**src/rtl/serial_twos_complementer_p.sv**
```systemverilog
// Bit-serial pass / one's / two's complement / absolute-value unit.
// The word is shifted LSB-first through one inverter, half-adder and carry flop, and re-enters at the MSB.
module serial_twos_complementer_p #(
  parameter int WIDTH = 4
) (
  input  logic             clk,
  input  logic             rst,
  input  logic             start,
  input  logic [1:0]       mode,
  input  logic [WIDTH-1:0] data_in,
  output logic             busy,
  output logic             done,
  output logic [WIDTH-1:0] result,
  output logic             ser_out,
  output logic             ser_valid,
  output logic             ovf,
  output logic             cout
);

  localparam int CNT_W = $clog2(WIDTH + 1);

  localparam logic [1:0] ST_IDLE = 2'd0;
  localparam logic [1:0] ST_RUN  = 2'd1;
  localparam logic [1:0] ST_DONE = 2'd2;

  localparam logic [1:0] M_ONES = 2'b01;
  localparam logic [1:0] M_NEG  = 2'b10;
  localparam logic [1:0] M_ABS  = 2'b11;

  localparam logic [WIDTH-1:0] MOST_NEG = {1'b1, {(WIDTH - 1){1'b0}}};
  localparam logic [CNT_W-1:0] LAST_CNT = CNT_W'(WIDTH - 1);

  logic [1:0]       state_q,    state_d;
  logic [WIDTH-1:0] sreg_q,     sreg_d;
  logic             carry_q,    carry_d;
  logic             inv_q,      inv_d;
  logic [CNT_W-1:0] cnt_q,      cnt_d;
  logic [WIDTH-1:0] result_q,   result_d;
  logic             ovf_q,      ovf_d;
  logic             ovf_pend_q, ovf_pend_d;
  logic             cout_q,     cout_d;

  logic bit_b;
  logic bit_s;
  logic carry_nx;
  logic accept;
  logic eff_neg;

  always_comb begin
    bit_b    = sreg_q[0] ^ inv_q;
    bit_s    = bit_b ^ carry_q;
    carry_nx = bit_b & carry_q;
    accept   = start && (state_q != ST_RUN);
    // ABS resolves to NEG only for negative operands, otherwise it is a plain pass
    eff_neg  = (mode == M_NEG) || ((mode == M_ABS) && data_in[WIDTH-1]);

    state_d    = state_q;
    sreg_d     = sreg_q;
    carry_d    = carry_q;
    inv_d      = inv_q;
    cnt_d      = cnt_q;
    result_d   = result_q;
    ovf_d      = ovf_q;
    ovf_pend_d = ovf_pend_q;
    cout_d     = cout_q;

    case (state_q)
      ST_RUN: begin
        sreg_d  = {bit_s, sreg_q[WIDTH-1:1]};
        carry_d = carry_nx;
        cnt_d   = cnt_q + CNT_W'(1);
        if (cnt_q == LAST_CNT) begin
          state_d  = ST_DONE;
          result_d = {bit_s, sreg_q[WIDTH-1:1]};
          ovf_d    = ovf_pend_q;
          cout_d   = carry_nx;
        end
      end
      default: begin
        if (accept) begin
          state_d    = ST_RUN;
          sreg_d     = data_in;
          cnt_d      = '0;
          carry_d    = eff_neg;
          inv_d      = eff_neg || (mode == M_ONES);
          ovf_pend_d = eff_neg && (data_in == MOST_NEG);
        end else begin
          state_d = ST_IDLE;
        end
      end
    endcase
  end

  always_ff @(posedge clk) begin
    if (rst) begin
      state_q    <= ST_IDLE;
      sreg_q     <= '0;
      carry_q    <= 1'b0;
      inv_q      <= 1'b0;
      cnt_q      <= '0;
      result_q   <= '0;
      ovf_q      <= 1'b0;
      ovf_pend_q <= 1'b0;
      cout_q     <= 1'b0;
    end else begin
      state_q    <= state_d;
      sreg_q     <= sreg_d;
      carry_q    <= carry_d;
      inv_q      <= inv_d;
      cnt_q      <= cnt_d;
      result_q   <= result_d;
      ovf_q      <= ovf_d;
      ovf_pend_q <= ovf_pend_d;
      cout_q     <= cout_d;
    end
  end

  assign busy      = (state_q == ST_RUN);
  assign done      = (state_q == ST_DONE);
  assign result    = result_q;
  assign ser_out   = busy & bit_s;
  assign ser_valid = busy;
  assign ovf       = ovf_q;
  assign cout      = cout_q;

endmodule
```
**config.mk**
```make
export PLATFORM = sky130hd
export DESIGN_NAME = serial_twos_complementer_p
export DESIGN_NICKNAME = d
export VERILOG_FILES = /design/src/rtl/serial_twos_complementer_p.sv
export SDC_FILE = /design/constraint.sdc
export NUM_CORES = 1
export LEC_CHECK = 0
export CORE_ASPECT_RATIO = 1.4
export CORE_UTILIZATION = 30
export CTS_CLUSTER_DIAMETER = 50
export DETAILED_ROUTE_END_ITERATION = 16
export GPL_TIMING_DRIVEN = 0
export PLACE_DENSITY_LB_ADDON = 0.08
export SYNTH_ARGS = -nofsm -noshare
export SYNTH_HDL_FRONTEND = slang
export SYNTH_SLANG_ARGS = --single-unit
```
**constraint.sdc**
```tcl
create_clock -name clk -period 1.6 [get_ports clk]
set_clock_uncertainty 0.1 [all_clocks]
set_input_delay 0.24 -clock clk [delete_from_list [all_inputs] [get_ports clk]]
set_output_delay 0.24 -clock clk [all_outputs]
set_load 0.01 [all_outputs]
```
Yosys cells after proc, flatten, opt, wreduce, memory -nomap -nowiden
Cells that the tools add are included.
Widths: inputs -> output; s select.

word-level totals
  register bits = 18
  input port bits = 9
  output and inout port bits = 10

operators by class
  add/sub/neg operators = 1
  equal/unequal tests = 9
  mux-type cells = 9
  bitwise logic cells = 5
  reduce and logical (&&, ||, !) cells = 8

operator list
  operator             count
  $mux 4               2
  $eq 2x2->1 const B   3
  $mux 3               2
  $eq 2x1->1 const B   2
  $eq 4x4->1 const B   1
  $mux 2               2
  $ne 2x1->1 const B   2
  $reduce_and 2->1     2
  $add 3x1->3 const B  1
  $eq 3x2->1 const B   1
  $logic_and 1x1->1    3
  $mux 1               3
  $and 1x1->1          2
  $logic_or 1x1->1     2
  $reduce_bool 2->1    1
  $xor 1x1->1          2
  $not 1->1            1

Logic depth before layout (Yosys ltp)
  word-level depth = 5
  depth in mapped cells = 6
  depth with buffers taken out = 5

Worst setup path before layout
OpenSTA, ideal clock, no wires.

  path type = register -> register
  from = register cnt_q[0]
  to = register cout_q, in the netlist cout
  setup time = 0.132 ns
  data arrival time = 1.154 ns
  path slack = 0.214 ns
  cell stages (with the launch flop) = 7
  buffers on the path = 1
  path through = dfxtp_1 > ha_1 > ha_1 > clkbuf_1 > nand3b_1 > nand2_1 > a21oi_1

between the ends
  longest elaborated chain between the ends = 2

RTL lines
  item                        line  source
  from (decl)                 37    logic [CNT_W-1:0] cnt_q, cnt_d;
  from (signal assigned)      110   cnt_q <= cnt_d;
  $eq 3x2->1                  72    if (cnt_q == LAST_CNT) begin
  $reduce_and 2->1 (no line)  -
  to (signal assigned)        114   cout_q <= cout_d;
  to (decl)                   41    logic cout_q, cout_d;

Every way passes these cells.
A chain may end at the register's enable or synchronous reset.

Worst setup path in the final report
  from = register sreg_q[0]
  to = output ser_out

between the ends
  longest elaborated chain between the ends = 3

RTL lines
  item                    line  source
  from (decl)             34    logic [WIDTH-1:0] sreg_q, sreg_d;
  from (signal assigned)  107   sreg_q <= sreg_d;
  $xor 1x1->1             50    bit_b = sreg_q[0] ^ inv_q;
  $xor 1x1->1             51    bit_s = bit_b ^ carry_q;
  named net bit_s         44    logic bit_s;
  $and 1x1->1             121   assign ser_out = busy & bit_s;
  to (decl)               14    output logic ser_out,

The timed path passes the listed nets, and every way through them passes these cells.

==> impl_results.md <==
* CTS H-tree lvls at 1
* Via density at 4.82
* Final std cells w/o fill at 148
* Final min period at 1.69 ns
* Synth async-reset ratio at 0
* Post-synth net total at 104
* GR Util met2 at 0.211
* Gr usage total at 0.134
* Switch Pwr at 235 uW
* LEAKAGE at 0.421 nW
* Synth unique cells at 26
* TritonRoute pass-1 iters at 4
* Hold Buf Count CTS at 0
* Ys Warns at 0
* Met3 usage at 0.0258
* Max cap viols at 0
* CTS max path bufs at 2
* Max Slew Vio Count at 0
* GPL Wtd Cong at 0.764
* Pint at 683 uW
* Max-slew headroom at 0.706
* Violated checks: negative setup slack
* # port buffers at 16
* Startpoint types: register
* CTS buffer count at 3
* Clock share of power at 0.312
* #FFs+latches synth at 18
* Crit path kind: register to output port
* Nets@finish at 127
* Die Area at 2910 sq um
* Via Count at 714
* Post-Synthesis Cells at 92
* Worst-path fanout max at 2
* Register area share after synthesis at 0.446
* Peak supply drop at 0.308 mV
* Final setup viols at 1
* Clk_lat worst skew at 0.29 ns
* Gate power share at 0.160
* Clock sink total at 18
* TritonCTS clock tree: done
* Initial antenna violation count at 0
* Post-synth EDFFs at 0
* Status: complete, but fails checks
* First-pass GRT wire length at 2840 microns
* Post-Syn Area at 808 sq um
* GRT busiest layer: met2
* Fmax at 593 MHz
* Total chip power at 918 uW
* Design Area, Final at 1080 sq um
* Prevailing post-synth register cell: dfxtp_1
* Utilization after layout at 0.439
* Row count at 21
* Final period utilization at 1.05
* Syn Area/Cell at 8.79 sq um
* DRT Wirelength at 1710 microns
* Arr. time, crit path at 1.35 ns
* Vias in the first global route at 625
* Placed cell count at 142
* Req. time, crit path at 1.26 ns
* DP Wirelength at 1270 microns
* Area Growth Syn to Fin at 34.2%
* Post-DRT Antenna Nets at 0
* PwrDens at 846 nW/um^2
* Die W at 45.9 microns
* Post-DR wirelength/cell at 11.6 microns
* R2R setup slack at 0.12 ns
* Post-DP Area at 1010 sq um
* Sw frac at 0.256
* Met1 usage at 0.168
* Die Y-Extent at 63.4 microns
* Worst setup margin at -0.0859 ns
* Worst-margin pin slew at 0.440 ns
* N_diodes at 0
* First DRT Iteration DRCs at 11
* Share of cells above drive strength 1 at 0.167
* Initial Util at 0.327
* Largest net degree at the start of global routing at 11
* Root Buffer: clkbuf_4
* Critical Path End Type: output port
* RSZ-0062 raised after global routing: yes
* Io pins at 19
* Final hold vios at 0
* Remaining global-route overflow at 0
* Sequential share of power at 0.528
* DRC at 0
* Reg clk slew, reported paths at 0.11 ns
* Core area at 2470 sq um
* Hold crit path type: primary input to register
-- routing by layer --
metal  routed length [microns]  share of wire
met5                         0              0
met4                        40          0.023
met3                        60          0.035
met2                       846           0.49
met1                       767           0.45
-- placed cells by master (no fill, tap or decap), drive strengths merged, types with 2 or more instances in the layout --
cell type	count
inv	3
ha	3
clkbuf	5
nor2b	2
buf	9
mux2i	4
nand2b	4
a21oi	12
clkdlybuf4s50	12
dlygate4sd2	2
dfxtp	18
o21ai	2
nand3	9
nand2	9
nor2	7
a211oi	5
-- synth_stat cells (2+ instances only) --
cell type  number  area, sq um
nand3_1         9         45.0
nor2_1          7         26.3
clkbuf_1        2         7.51
mux2i_1         4         40.0
buf_2           2         10.0
dfxtp_1        18          360
nand2b_1        3         18.8
a211oi_1        5         37.5
ha_1            3         37.5
a21oi_1        12         60.1
nor2b_1         2         12.5
o21ai_0         2         10.0
nand2_1         9         33.8
inv_2           2         7.51
-- worst max-delay path: stages, from the launching register on --
cell and delay, ns:
dfxtp_2 0.35, xor2_1 0.15, ha_1 0.28, and2_1 0.14
buf_2 0.13
-- area by class of cell --
type / instances / area (sq um)
plain buffers: 5 / 31.3
clock buffers: 4 / 36.3
fillers: 270 / 1390
inverters: 3 / 18.8
multi-input cells: 64 / 409
flip-flops and latches: 18 / 364
well taps: 34 / 42.5
repair buffers: 20 / 183
-- metrics by stage --
step	hold WS (ns)	TNS, ns	setup slack (ns)
after floorplan	0.320	0	0.214
after global placement	0.344	-1.15	-0.276
after detailed placement	0.349	-1.09	-0.284
after CTS	0.0954	-0.106	-0.106
after global routing	0.0944	-0.152	-0.151
final	0.0990	-0.0859	-0.0859
-- flip-flops by register name, summed over array words and instances, names as in the netlist, 2 cells and up --
signal	cells
state_q	2
sreg_q	4
cnt_q	3
result	4
-- power by group through the flow --
| stage | combinational, mW | sequential (mW) | clock (mW) |
|---|---|---|---|
| after global placement | 0.135 | 0.493 | 0 |
| after floorplan | 0.0858 | 0.489 | 0 |
| after global routing | 0.163 | 0.487 | 0.320 |
| after detailed placement | 0.134 | 0.493 | 0 |
| after CTS | 0.149 | 0.484 | 0.293 |
| final | 0.147 | 0.484 | 0.286 |
-- repair_timing --
item / CTS / global route
pin swaps: 1 / 3
endpoints found under the setup margin: 10 / 9
setup buffers: 4 / 0
gates resized for setup: 12 / 4
-- cell families after synthesis --
kind of cell | after synthesis | share of synthesized area
compound gates | 21 | 0.158
fa+ha+maj | 3 | 0.0464
mux | 4 | 0.0495
flops | 18 | 0.446
simple gates | 35 | 0.226
xor+xnor | 1 | 0.0108
buf+inv | 10 | 0.0635
-- final timing paths --
kind / start / to / cells past startpoint
setup / recovery: sreg_q[0]$_SDFFE_PP0P_ / ser_out / 4
hold / removal: start / state_q[0]$_SDFFE_PP0P_ / 3
setup reg to reg: state_q[1]$_SDFFE_PP0P_ / ovf_pend_q$_SDFFE_PP0P_ / 5
hold reg to reg: result[2]$_SDFFE_PP0P_ / result[2]$_SDFFE_PP0P_ / 2
(Power assumes the default switching activity.)
